`config.mk`:
```
export PLATFORM = sky130hd
export DESIGN_NAME = alu_wb_stage
export DESIGN_NICKNAME = d
export VERILOG_FILES = /design/src/rtl/alu_wb_stage_pkg.sv /design/src/rtl/alu_wb_stage_flag_update.sv /design/src/rtl/alu_wb_stage.sv
export SDC_FILE = /design/constraint.sdc
export NUM_CORES = 1
export LEC_CHECK = 0
export ABC_CLOCK_PERIOD_IN_PS = 3550
export BUFFER_PORTS_ARGS = -buffer_cell sky130_fd_sc_hd__buf_2
export CAP_MARGIN = 40
export CORE_UTILIZATION = 40
export DETAILED_ROUTE_END_ITERATION = 16
export GPL_TIMING_DRIVEN = 0
export HOLD_SLACK_MARGIN = 0.02
export PLACE_DENSITY = 0.69
export REMOVE_ABC_BUFFERS = 1
export SKIP_CTS_REPAIR_TIMING = 1
export SLEW_MARGIN = 20
export SYNTH_ARGS = -nofsm -noshare
export SYNTH_HDL_FRONTEND = slang
export SYNTH_SLANG_ARGS = --single-unit
```
`constraint.sdc`:
```
create_clock -name clk -period 3.55 [get_ports clk]
set_input_delay 0.355 -clock clk [delete_from_list [all_inputs] [get_ports clk]]
set_output_delay 0.355 -clock clk [all_outputs]
set_load 0.01 [all_outputs]
```
`src/rtl/alu_wb_stage_pkg.sv`:
```
// Shared opcode encodings, flag bit positions, FSM states and flag masks
// for the ALU writeback stage.
package alu_wb_stage_pkg;

    localparam logic [5:0] OP_MOV   = 6'h01;
    localparam logic [5:0] OP_LMOV  = 6'h02;
    localparam logic [5:0] OP_LMOVT = 6'h03;
    localparam logic [5:0] OP_AND   = 6'h04;
    localparam logic [5:0] OP_OR    = 6'h05;
    localparam logic [5:0] OP_XOR   = 6'h06;
    localparam logic [5:0] OP_ADD   = 6'h07;
    localparam logic [5:0] OP_SUB   = 6'h08;
    localparam logic [5:0] OP_CMP   = 6'h09;
    localparam logic [5:0] OP_MUL   = 6'h0A;
    localparam logic [5:0] OP_DJNZ  = 6'h0B;
    localparam logic [5:0] OP_BSET  = 6'h0C;
    localparam logic [5:0] OP_BCLR  = 6'h0D;
    localparam logic [5:0] OP_BTST  = 6'h0E;
    localparam logic [5:0] OP_ASL   = 6'h0F;
    localparam logic [5:0] OP_ASR   = 6'h10;
    localparam logic [5:0] OP_LSR   = 6'h11;
    localparam logic [5:0] OP_ROL   = 6'h12;
    localparam logic [5:0] OP_ROR   = 6'h13;

    localparam int unsigned FLAG_C = 3;
    localparam int unsigned FLAG_V = 2;
    localparam int unsigned FLAG_Z = 1;
    localparam int unsigned FLAG_S = 0;

    localparam logic [3:0] MASK_CVZS = 4'b1111;
    localparam logic [3:0] MASK_CZS  = 4'b1011;
    localparam logic [3:0] MASK_Z    = 4'b0010;
    localparam logic [3:0] MASK_NONE = 4'b0000;

    typedef enum logic {
        StIdle    = 1'b0,
        StMcpWait = 1'b1
    } wb_state_e;

endpackage

```
`src/rtl/alu_wb_stage_flag_update.sv`:
```
// Combinational opcode decode: regfile write enable, flag update mask and
// DJNZ identification.
module alu_flag_update
    import alu_wb_stage_pkg::*;
(
    input  logic [5:0] opcode,
    output logic       write_en,
    output logic [3:0] flag_mask,
    output logic       is_djnz
);

    always_comb begin
        write_en  = 1'b0;
        flag_mask = MASK_NONE;
        is_djnz   = 1'b0;
        case (opcode)
            OP_ADD, OP_SUB, OP_MUL: begin
                write_en  = 1'b1;
                flag_mask = MASK_CVZS;
            end
            OP_CMP: flag_mask = MASK_CVZS;
            OP_AND, OP_OR, OP_XOR, OP_ASL, OP_ASR, OP_LSR, OP_ROL, OP_ROR: begin
                write_en  = 1'b1;
                flag_mask = MASK_CZS;
            end
            OP_BTST: flag_mask = MASK_Z;
            OP_MOV, OP_LMOV, OP_LMOVT, OP_BSET, OP_BCLR: write_en = 1'b1;
            OP_DJNZ: begin
                write_en = 1'b1;
                is_djnz  = 1'b1;
            end
            default: ;
        endcase
    end

endmodule

```
`src/rtl/alu_wb_stage.sv`:
```
// Execute/writeback register stage: registers the regfile write, maintains
// the {C,V,Z,S} flags and stalls upstream for multi-cycle ALU operations.
module alu_wb_stage
    import alu_wb_stage_pkg::*;
#(
    parameter int unsigned MCP_CYCLES = 2,
    parameter int unsigned RF_ADDR_W  = 4
) (
    input  logic                 clk,
    input  logic                 rst,
    input  logic                 valid_in,
    input  logic [5:0]           opcode,
    input  logic [RF_ADDR_W-1:0] rdest,
    input  logic [31:0]          alu_dout,
    input  logic                 alu_cout,
    input  logic                 alu_vout,
    input  logic                 alu_qnz,
    input  logic                 alu_mcp,
    input  logic                 flush,
    output logic                 stall_out,
    output logic                 rf_we,
    output logic [RF_ADDR_W-1:0] rf_waddr,
    output logic [31:0]          rf_wdata,
    output logic [3:0]           flags,
    output logic                 djnz_taken
);

    localparam logic [2:0] CntLoad = 3'(MCP_CYCLES - 1);

    wb_state_e            state_q, state_d;
    logic [2:0]           cnt_q, cnt_d;
    logic                 commit;
    logic                 write_en;
    logic [3:0]           flag_mask;
    logic                 is_djnz;
    logic [3:0]           flag_new;
    logic [3:0]           flags_d;
    logic                 rf_we_q;
    logic [RF_ADDR_W-1:0] rf_waddr_q;
    logic [31:0]          rf_wdata_q;
    logic [3:0]           flags_q;
    logic                 djnz_q;

    alu_flag_update u_flag_update (
        .opcode    (opcode),
        .write_en  (write_en),
        .flag_mask (flag_mask),
        .is_djnz   (is_djnz)
    );

    always_comb begin
        flag_new         = '0;
        flag_new[FLAG_C] = alu_cout;
        flag_new[FLAG_V] = alu_vout;
        flag_new[FLAG_Z] = (alu_dout == 32'd0);
        flag_new[FLAG_S] = alu_dout[31];
        flags_d          = (flags_q & ~flag_mask) | (flag_new & flag_mask);
    end

    always_comb begin
        state_d   = state_q;
        cnt_d     = cnt_q;
        commit    = 1'b0;
        stall_out = 1'b0;
        if (rst || flush) begin
            state_d = StIdle;
            cnt_d   = 3'd0;
        end else begin
            case (state_q)
                StIdle: begin
                    if (valid_in && alu_mcp) begin
                        stall_out = 1'b1;
                        state_d   = StMcpWait;
                        cnt_d     = CntLoad;
                    end else if (valid_in) begin
                        commit = 1'b1;
                    end
                end
                StMcpWait: begin
                    // Upstream holds operands, so the last wait cycle commits what it sees.
                    if (cnt_q == 3'd0) begin
                        commit  = 1'b1;
                        state_d = StIdle;
                    end else begin
                        stall_out = 1'b1;
                        cnt_d     = cnt_q - 3'd1;
                    end
                end
                default: state_d = StIdle;
            endcase
        end
    end

    always_ff @(posedge clk) begin
        if (rst) begin
            state_q    <= StIdle;
            cnt_q      <= 3'd0;
            rf_we_q    <= 1'b0;
            rf_waddr_q <= '0;
            rf_wdata_q <= 32'd0;
            flags_q    <= 4'd0;
            djnz_q     <= 1'b0;
        end else begin
            state_q <= state_d;
            cnt_q   <= cnt_d;
            rf_we_q <= commit && write_en;
            djnz_q  <= commit && is_djnz && alu_qnz;
            if (commit && write_en) begin
                rf_waddr_q <= rdest;
                rf_wdata_q <= alu_dout;
            end
            if (commit) begin
                flags_q <= flags_d;
            end
        end
    end

    assign rf_we      = rf_we_q;
    assign rf_waddr   = rf_waddr_q;
    assign rf_wdata   = rf_wdata_q;
    assign flags      = flags_q;
    assign djnz_taken = djnz_q;

endmodule
```
==> reports/metrics.cfg, run 1 <==
[drt]
via_per_inst = 5.07
wl_per_cell_um = 13.6
first_pass_iters = 5
drc = 0
antenna_left = 0
drt_iter0_markers = 56
wl_mm = 4.97
vias = 1845

[worst_setup_path]
crit_path_end_kind = register
cp_data_arrival_time_ns = 2.72
crit_required_ns = 3.73
critPathKind = register to register
critPathLaunchType = register
worstPathMaxFanout = 10

[layout]
synthToLayoutAreaGrowth_pct = 30.6
utilization_pct = 55.0
diodes = 0
final_cell_mix = buf_2 (92), dfxtp_1 (46), nor2b_1 (33)
mostFrequentLayoutCell = buf_2
design_area_mm2 = 0.00284
fin_nets = 345
drive_above_1_share_pct = 47.6

[cts]
cts_max_level = 2
path_clk_slew_ns = 0.08
clk_latency_ns = 0.29
cts.sinks = 46
cts_tree = done
clockBufferDepth = 2
clock-root-buffer = clkbuf_8
cts_inserted_buffers = 5

[grt]
grtUsageTotal_pct = 16.7
grt_max_degree = 29
gr-total-overflow = 0
grt_pass1_vias = 1564
grt_pass1_wl_mm = 7.23
antenna_found_initial = 0

[power]
pwr-share-comb_pct = 10.3
peakVddDrop_mv = 0.198
leakage_uw = 0.00130
seqPwrFrac_pct = 52.3
p_int_uw = 784
power_uw = 1010
clkPwrFrac_pct = 37.5
swShare_pct = 22.2
p_per_area_mw_per_mm2 = 355
p_sw_uw = 224

[die]
die_h_um = 75.8
rows = 26
core_area_mm2 = 0.00517
die_x_um = 75.8
die_area_mm2 = 0.00574
initial_utilization_pct = 42.1
io_pins = 93

[flow_run]
maxCapViolCount = 0

[logic_synthesis]
yosysSeqAreaShare_pct = 42.3
yosysWarnings = 0
netlist_instances = 199
netlist_area_mm2 = 0.00218
synth_area_per_cell_um2 = 10.9
synth-seq-cells = 46
ys_types = 38

[place]
hpwl_mm = 3.79
gp_congestion = 0.768
numPortBuffers = 92
placed_area_mm2 = 0.00274

[sta]
timing.fmax_mhz = 394
worst_pin_slew_ns = 0.583
hold_viol = 0
holdWs_ns = 0.288
relSlewSlack_pct = 61.0
setup_violations = 0
min_period_over_period_pct = 71.5
final.min_clock_period_ns = 2.54
slew_violations = 0
skew_ns = 0.00307
rsz0062_at_grt = false
fin_tns_setup_ns = 0

[worst_hold_path]
hold_path.class = input port to register

[outcome]
status = complete, no violations

==> metrics by stage <==
| step | instances | setup WS [ns] |
|---|---|---|
| 6_report | 364 | 1.01 |
| 5_1_grt | 364 | 0.846 |
| 4_1_cts | 364 | 0.983 |
| 3_5_place_dp | 356 | 0.846 |
| 3_3_place_gp | 352 | 0.0260 |
| 2_1_floorplan | 190 | 0.774 |
==> cell type report <==
cell class | instances | area, um2
Sequential cell | 46 | 921
Clock buffer | 7 | 76.3
Multi-Input combinational cell | 137 | 1170
Timing Repair Buffer | 96 | 529
Clock inverter | 1 | 30.0
Inverter | 7 | 26.3
Fill cell | 477 | 2330
Tap cell | 70 | 87.6
==> kinds of logic (layout without fill, tap and decap cells) <==
| group | after synthesis | after routing | synth area share, % |
|---|---|---|---|
| compound gates | 30 | 30 | 9.72 |
| xor+xnor | 1 | 1 | 0.403 |
| fa+ha+maj | 2 | 2 | 1.15 |
| buf+inv | 16 | 111 | 3.80 |
| flops | 46 | 46 | 42.3 |
| mux | 32 | 32 | 21.6 |
| simple gates | 72 | 72 | 21.0 |
==> cells in the mapped netlist <==
| library cell | count | share of area [%] |
|---|---|---|
| dfxtp_1 | 46 | 42 |
| nor2b_1 | 33 | 9.5 |
| mux2_4 | 29 | 20 |
| a21oi_1 | 10 | 2.3 |
| nand4_1 | 8 | 2.3 |
| nor4_1 | 8 | 2.3 |
| inv_1 | 7 | 1.2 |
| clkbuf_1 | 6 | 1.0 |
| o31ai_1 | 6 | 2.1 |
| nor3_1 | 5 | 1.1 |
| o21ai_0 | 4 | 0.92 |
| buf_6 | 3 | 1.6 |
| mux2_2 | 3 | 1.6 |
| nand3_1 | 3 | 0.69 |
| nor2_1 | 3 | 0.52 |
| and2_1 | 2 | 0.57 |
| ha_1 | 2 | 1.1 |
| a2111oi_0 | 1 | 0.40 |
| a21boi_0 | 1 | 0.35 |
| a21o_2 | 1 | 0.40 |
| a21oi_4 | 1 | 0.75 |
| a31oi_1 | 1 | 0.29 |
| and3_1 | 1 | 0.29 |
| and4_1 | 1 | 0.40 |
| and4b_1 | 1 | 0.46 |
| nand2_1 | 1 | 0.17 |
| nand2b_1 | 1 | 0.29 |
| nor3_2 | 1 | 0.46 |
| nor3_4 | 1 | 0.75 |
| nor3b_1 | 1 | 0.35 |
| o211a_1 | 1 | 0.46 |
| o211ai_2 | 1 | 0.57 |
| o311ai_0 | 1 | 0.40 |
| o32ai_1 | 1 | 0.40 |
| o41ai_1 | 1 | 0.40 |
| or4_1 | 1 | 0.35 |
| or4_4 | 1 | 0.52 |
| xnor2_1 | 1 | 0.40 |
==> worst max-delay path: stages (launching register included) <==
cell and delay (ns):
dfxtp_1 0.32, inv_1 0.07, ha_1 0.15, ha_1 0.17
and2_1 0.19, o211ai_2 0.23, nor3_4 0.59, buf_8 0.24
buf_8 0.16, mux2_4 0.30
==> state kept, by name, indices dropped and copies added (netlist names), named ones only <==
name,flops
rf_waddr,4
rf_we,1
cnt_q,3
djnz_taken,1
state_q,1
rf_wdata,32
==> layer usage <==
| layer | track usage (%) | vias up | share of wire (%) |
|---|---|---|---|
| met4 | 4.73 | 0 | 0.68 |
| met1 | 20.9 | 857 | 45 |
| met3 | 5.56 | 4 | 7.7 |
| met5 | 0 | - | 0 |
| met2 | 27.5 | 64 | 46 |
| li1 | - | 920 | - |
==> path summary, 6_finish.rpt <==
check,slack (ns),cells past startpoint,startpoint,endpoint
setup reg to reg,1.01,9,cnt_q[0],rf_waddr[0]
setup / recovery,1.01,9,cnt_q[0],rf_waddr[0]
hold / removal,0.29,2,alu_cout,register
hold reg to reg,0.46,1,cnt_q[0],cnt_q[0]
==> power groups by stage <==
stage | registers, uW | clock network, uW | logic [uW]
2_1_floorplan | 542 | 0 | 35.9
3_3_place_gp | 539 | 0 | 97.5
3_5_place_dp | 539 | 0 | 104
4_1_cts | 527 | 395 | 104
5_1_grt | 528 | 417 | 114
6_report | 527 | 377 | 104
No activity file was read; power rests on OpenSTA's default activity.
==> run 2, diff against run 1 <==
--- a/config.mk
+++ b/config.mk
@@ -5,14 +5,14 @@
 export SDC_FILE = /design/constraint.sdc
 export NUM_CORES = 1
 export LEC_CHECK = 0
-export ABC_CLOCK_PERIOD_IN_PS = 3550
+export ABC_CLOCK_PERIOD_IN_PS = 2100
 export BUFFER_PORTS_ARGS = -buffer_cell sky130_fd_sc_hd__buf_2
 export CAP_MARGIN = 40
 export CORE_UTILIZATION = 40
 export DETAILED_ROUTE_END_ITERATION = 16
 export GPL_TIMING_DRIVEN = 0
 export HOLD_SLACK_MARGIN = 0.02
-export PLACE_DENSITY = 0.69
+export PLACE_DENSITY = 0.72
 export REMOVE_ABC_BUFFERS = 1
 export SKIP_CTS_REPAIR_TIMING = 1
 export SLEW_MARGIN = 20
==> constraint.sdc (replaced) <==
create_clock -name clk -period 2.1 [get_ports clk]
set_input_delay 0.21 -clock clk [delete_from_list [all_inputs] [get_ports clk]]
set_output_delay 0.21 -clock clk [all_outputs]
set_load 0.01 [all_outputs]
==> run 2 against run 1 <==
Total power rose by 63%; via count is 1.0% higher; utilization up 1.5 points; clock power is 50% higher; critical path depth unchanged; first-iteration DRC count rose by 1.8%; sequential share of layout area is 0.82 points lower; die area did not move; largest cell class unchanged; largest power group unchanged.
==> reports/metrics.cfg, run 2 (synthesis gave the netlist of run 1 again) <==
[sta]
fin_tns_setup_ns = 0  ; unchanged
skew_ns = 0.00354  ; +0.000470 ns
final.min_clock_period_ns = 2.01  ; -0.522 ns
hold_viol = 0  ; unchanged
worst_pin_slew_ns = 0.440  ; -0.143 ns
min_period_over_period_pct = 95.9  ; +24 points
slew_violations = 0  ; unchanged
timing.fmax_mhz = 496  ; +26%
relSlewSlack_pct = 70.4  ; +9.4 points
setup_violations = 0  ; unchanged
rsz0062_at_grt = false

[power]
clkPwrFrac_pct = 34.5  ; -3.0 points
p_int_uw = 1250  ; +59%
seqPwrFrac_pct = 54.3  ; +2.0 points
pwr-share-comb_pct = 11.1  ; +0.8 points
leakage_uw = 0.00133  ; +2.3%
swShare_pct = 24.0  ; +1.8 points
p_sw_uw = 394  ; +76%
p_per_area_mw_per_mm2 = 562  ; +58%
peakVddDrop_mv = 0.294  ; +48%

[die]
die_x_um = 75.8  ; unchanged
initial_utilization_pct = 42.1  ; unchanged
die_h_um = 75.8  ; unchanged
die_area_mm2 = 0.00574  ; unchanged
io_pins = 93  ; unchanged
core_area_mm2 = 0.00517  ; unchanged
rows = 26  ; unchanged

[worst_setup_path]
critPathMostFrequentCell = ha_1
worstReg2RegEnd = rf_wdata[21]
reg2reg_from = cnt_q[0]
cp_top_family = adder cells
cp.depth = 9  ; unchanged
critPathLaunchType = register
startpoint = cnt_q[0]
crit_end = rf_wdata[21]
crit_path_end_kind = register
slowest_stage = dfxtp_2
path_buf_inv = 3  ; unchanged
slowest_delay_ns = 0.33  ; -0.26 ns
crit_required_ns = 2.29  ; -1.44 ns
cp_data_arrival_time_ns = 2.20  ; -0.52 ns
worstPathMaxFanout = 11  ; +1
crit_chain = inv_1 -> ha_1 -> ha_1 -> and2_4 -> o211ai_4 -> nor3_4 -> buf_4 -> buf_16 -> mux2_4
r2r_cells = 9  ; unchanged
ff2ff_setup_slack_ns = 0.09  ; -0.93 ns
critPathKind = register to register

[layout]
fin_nets = 349  ; +1.2%
largest_reg_flops = 32  ; unchanged
synthToLayoutAreaGrowth_pct = 34.2
diodes = 0  ; unchanged
utilization_pct = 56.5  ; +1.5 points
mostFrequentLayoutCell = buf_2
drive_above_1_share_pct = 49.7  ; +2.0 points
final_cell_mix = buf_2 (92), dfxtp_1 (45), nor2b_1 (33)

[place]
numPortBuffers = 92  ; unchanged
gp_congestion = 0.766  ; -0.25%
hpwl_mm = 3.72  ; -2.0%

[cts]
cts_max_level = 2  ; unchanged
cts_inserted_buffers = 5  ; unchanged
cts_tree = done
path_clk_slew_ns = 0.08  ; about the same
cts.sinks = 46  ; unchanged
clk_latency_ns = 0.30  ; about the same
clock-root-buffer = clkbuf_8
clockBufferDepth = 2  ; unchanged

[worst_hold_path]
holdCritStartpoint = alu_cout
hold_path.class = input port to register

[grt]
grt_pass1_wl_mm = 7.35  ; +1.6%
grt_max_degree = 47  ; +62%
antenna_found_initial = 0  ; unchanged
grt_pass1_vias = 1654  ; +5.8%
grtUsageTotal_pct = 17.1  ; +0.31 points
gr-total-overflow = 0  ; unchanged

[drt]
first_pass_iters = 4  ; -1
antenna_left = 0  ; unchanged
wl_per_cell_um = 13.7  ; +0.75%
via_per_inst = 5.07  ; about the same
vias = 1864  ; +1.0%
drc = 0  ; unchanged
drt_iter0_markers = 57  ; +1.8%
wl_mm = 5.06  ; +1.9%

[flow_run]
maxCapViolCount = 0  ; unchanged

[outcome]
status = complete, no violations

-- run 2: cell types whose count changed in the layout (fill, tap and decap cells not counted), sizes merged --
| cell | before | now |
|---|---|---|
| inv | 7 | 8 |
| bufinv | 1 | 0 |
| buf | 96 | 100 |
-- run 2: worst min-delay path by stage --
stage,slack [ns],cells after the start,endpoint
global placement,0.44,2,register
detailed placement,0.44,2,rf_waddr[0]
finish,0.14,2,register
global route,0.12,2,rf_waddr[0]
CTS,0.12,2,rf_waddr[0]
floorplan,0.28,1,register
-- run 2: worst register-to-register path: cells and delay by family (launching register included) --
kind	cells	cell delay (ns)
adders and majority gates	2	0.39
buffers and inverters	3	0.36
DFF	1	0.33
muxes	1	0.30
AOI/OAI and AO/OA	1	0.28
and+or+nand+nor	2	0.25
-- run 2: area by class of cell --
type	count	area, um2
Fill cell	455	2250
Multi-Input combinational cell	137	1190
Clock buffer	7	86.3
Inverter	7	26.3
Clock inverter	1	8.76
Sequential cell	46	922
Tap cell	70	87.6
Timing Repair Buffer	100	601
-- run 2: power groups by stage --
| stage | logic [uW] | clock network [uW] | registers [uW] |
|---|---|---|---|
| floorplan | 60.6 | 0 | 917 |
| global placement | 165 | 0 | 911 |
| detailed placement | 171 | 0 | 911 |
| CTS | 172 | 595 | 891 |
| global route | 199 | 633 | 893 |
| finish | 182 | 567 | 891 |
-- run 2: layer usage --
layer | GRT usage [%] | vias up | routed length [um]
li1 | - | 918 | -
met1 | 21.6 | 871 | 2320
met2 | 27.7 | 70 | 2330
met3 | 3.97 | 5 | 368
met4 | 7.41 | 0 | 43
met5 | 0 | - | 0
-- run 2: metrics by stage --
step / instances / power, uW / area (um2) / hold WS (ns) / setup slack, ns
floorplan: 190 / 978 / 2120 / 0.279 / -0.676
global placement: 352 / 1080 / 2670 / 0.437 / -1.24
detailed placement: 354 / 1080 / 2720 / 0.443 / -0.541
CTS: 362 / 1660 / 2820 / 0.121 / -0.474
global route: 368 / 1730 / 2920 / 0.117 / 0.00830
finish: 368 / 1640 / 2920 / 0.138 / 0.0855
==> run 3, diff against run 2 <==
--- a/config.mk
+++ b/config.mk
@@ -12,7 +12,7 @@
 export DETAILED_ROUTE_END_ITERATION = 16
 export GPL_TIMING_DRIVEN = 0
 export HOLD_SLACK_MARGIN = 0.02
-export PLACE_DENSITY = 0.72
+export PLACE_DENSITY = 0.76
 export REMOVE_ABC_BUFFERS = 1
 export SKIP_CTS_REPAIR_TIMING = 1
 export SLEW_MARGIN = 20
==> run 3 against run 2 <==
Non-clock buffer count stayed put; sequential share of layout area is 0.41 points higher; die area stayed put; first-iteration DRC count is 16% lower; worst setup slack better by 0.039 ns; global-route usage hardly changed; critical path type unchanged.
==> reports/metrics.cfg, run 3 (synthesis gave the netlist of run 1 again) <==
[die]
die_h_um = 75.8  ; unchanged
die_area_mm2 = 0.00574  ; unchanged
die_x_um = 75.8  ; unchanged
rows = 26  ; unchanged
io_pins = 93  ; unchanged
initial_utilization_pct = 42.1  ; unchanged
core_area_mm2 = 0.00517  ; unchanged

[worst_setup_path]
critPathLaunchType = register
crit_required_ns = 2.29  ; about the same
reg2reg_from = cnt_q[0]
startpoint = cnt_q[0]
ff2ff_setup_slack_ns = 0.12  ; +0.04 ns
worstReg2RegEnd = rf_wdata[27]
slowest_delay_ns = 0.33  ; about the same
cp_data_arrival_time_ns = 2.17  ; -0.03 ns
cp.depth = 9  ; unchanged
cp_top_family = buffers and inverters
critPathKind = register to register
crit_path_end_kind = register
worstPathMaxFanout = 6  ; -5
crit_end = rf_wdata[27]
r2r_cells = 9  ; unchanged
crit_chain = inv_1 -> ha_1 -> ha_1 -> and2_1 -> o211ai_4 -> nor3_4 -> buf_4 -> buf_4 -> mux2_4
path_buf_inv = 3  ; unchanged
slowest_stage = dfxtp_1

[layout]
drive_above_1_share_pct = 49.0  ; -0.67 points
diodes = 0  ; unchanged
mostFrequentLayoutCell = buf_2
fin_nets = 349  ; unchanged
multiInputGateArea_mm2 = 0.00118  ; -0.63%
synthToLayoutAreaGrowth_pct = 32.3
utilization_pct = 55.7  ; -0.80 points
nFillCells = 474  ; +4.2%
largest_reg_flops = 32  ; unchanged
design_area_mm2 = 0.00288  ; -1.4%
ff_latch_area_um2 = 921  ; -0.14%
final_cell_mix = buf_2 (92), dfxtp_1 (46), nor2b_1 (33)

[power]
p_per_area_mw_per_mm2 = 570  ; +1.5%
leakage_uw = 0.00132  ; -1.0%
peakVddDrop_mv = 0.274  ; -6.9%

[sta]
rsz0062_at_grt = false
setup_violations = 0  ; unchanged
final.min_clock_period_ns = 1.98  ; -0.0387 ns
holdWs_ns = 0.128  ; -0.00977 ns
slew_violations = 0  ; unchanged
min_period_over_period_pct = 94.1  ; -1.8 points
relSlewSlack_pct = 62.5  ; -7.9 points
skew_ns = 0.00298  ; -0.000555 ns
worst_pin_slew_ns = 0.561  ; +0.122 ns
timing.fmax_mhz = 506  ; +2.0%
hold_viol = 0  ; unchanged
fin_tns_setup_ns = 0  ; unchanged

[cts]
cts_inserted_buffers = 5  ; unchanged
clk_latency_ns = 0.30  ; about the same
path_clk_slew_ns = 0.09  ; about the same
clockBufferDepth = 2  ; unchanged
cts_max_level = 2  ; unchanged
cts.sinks = 46  ; unchanged
clock-root-buffer = clkbuf_8
cts_tree = done

[drt]
vias = 1831  ; -1.8%
antenna_left = 0  ; unchanged
via_per_inst = 4.98  ; -1.8%
wl_per_cell_um = 13.2  ; -3.8%
first_pass_iters = 4  ; unchanged
drt_iter0_markers = 48  ; -16%
wl_mm = 4.86  ; -3.8%
drc = 0  ; unchanged

[place]
placed_area_mm2 = 0.00271  ; -0.46%
numPortBuffers = 92  ; unchanged
hpwl_mm = 3.53  ; -5.2%
gp_congestion = 0.730  ; -4.7%

[grt]
gr-total-overflow = 0  ; unchanged
grtUsageTotal_pct = 17.1  ; about the same
grt_max_degree = 47  ; unchanged
antenna_found_initial = 0  ; unchanged
grt_pass1_vias = 1604  ; -3.0%
grt_pass1_wl_mm = 7.24  ; -1.5%

[outcome]
status = complete, no violations

[flow_run]
maxCapViolCount = 0  ; unchanged

[worst_hold_path]
hold_path.class = input port to register

run 3: cell types whose count changed in the layout (fill, tap and decap cells not counted), sizes merged:
| cell | before | now |
|---|---|---|
| clkinv | 0 | 1 |
| clkinvlp | 0 | 1 |
| clkbuf | 7 | 6 |
| inv | 8 | 7 |
run 3: worst reg2reg max path: stages, from the launching register on:
cell and delay (ns):
dfxtp_1 0.33, inv_1 0.05, ha_1 0.19, ha_1 0.20, and2_1 0.21, o211ai_4 0.22, nor3_4 0.05, buf_4 0.16
buf_4 0.17, mux2_4 0.30
run 3: metrics by stage:
step	std cells	total power [uW]	setup slack, ns
6_report	368	1640	0.124
5_1_grt	368	1720	0.0241
4_1_cts	362	1650	-0.462
3_5_place_dp	354	1080	-0.543
3_3_place_gp	352	1070	-1.28
2_1_floorplan	190	978	-0.676
run 3: layout make-up:
type                    instances  area share (%)
flip-flops and latches         46            32.0
inverters                       7           0.913
repair buffers                100            19.7
well taps                      70            3.04
clock inverters                 2           0.435
multi-input cells             137            41.0
clock buffers                   6            2.87
run 3: how the worst min path moves through the flow:
stage | start | to | depth (start not counted)
floorplan | rst | register | 1
global placement | alu_cout | register | 2
detailed placement | cnt_q[0] | cnt_q[0] | 1
CTS | rdest[2] | rf_waddr[2] | 2
global route | rdest[2] | rf_waddr[2] | 2
finish | rdest[2] | rf_waddr[2] | 2
run 3: report_power, final:
part	internal, uW	switching, uW	total, uW
sequential	885	5.59	890
clock	265	307	572
combinational	86.2	91.8	178
total	1240	405	1640
run 3: per-layer routing:
metal / wire [um] / up-vias / global-route usage, %
met4: 72 / 0 / 7.41
met2: 2260 / 54 / 28.7
met1: 2250 / 851 / 20.3
met5: 0 / - / 0
met3: 272 / 7 / 4.76
li1: - / 919 / -
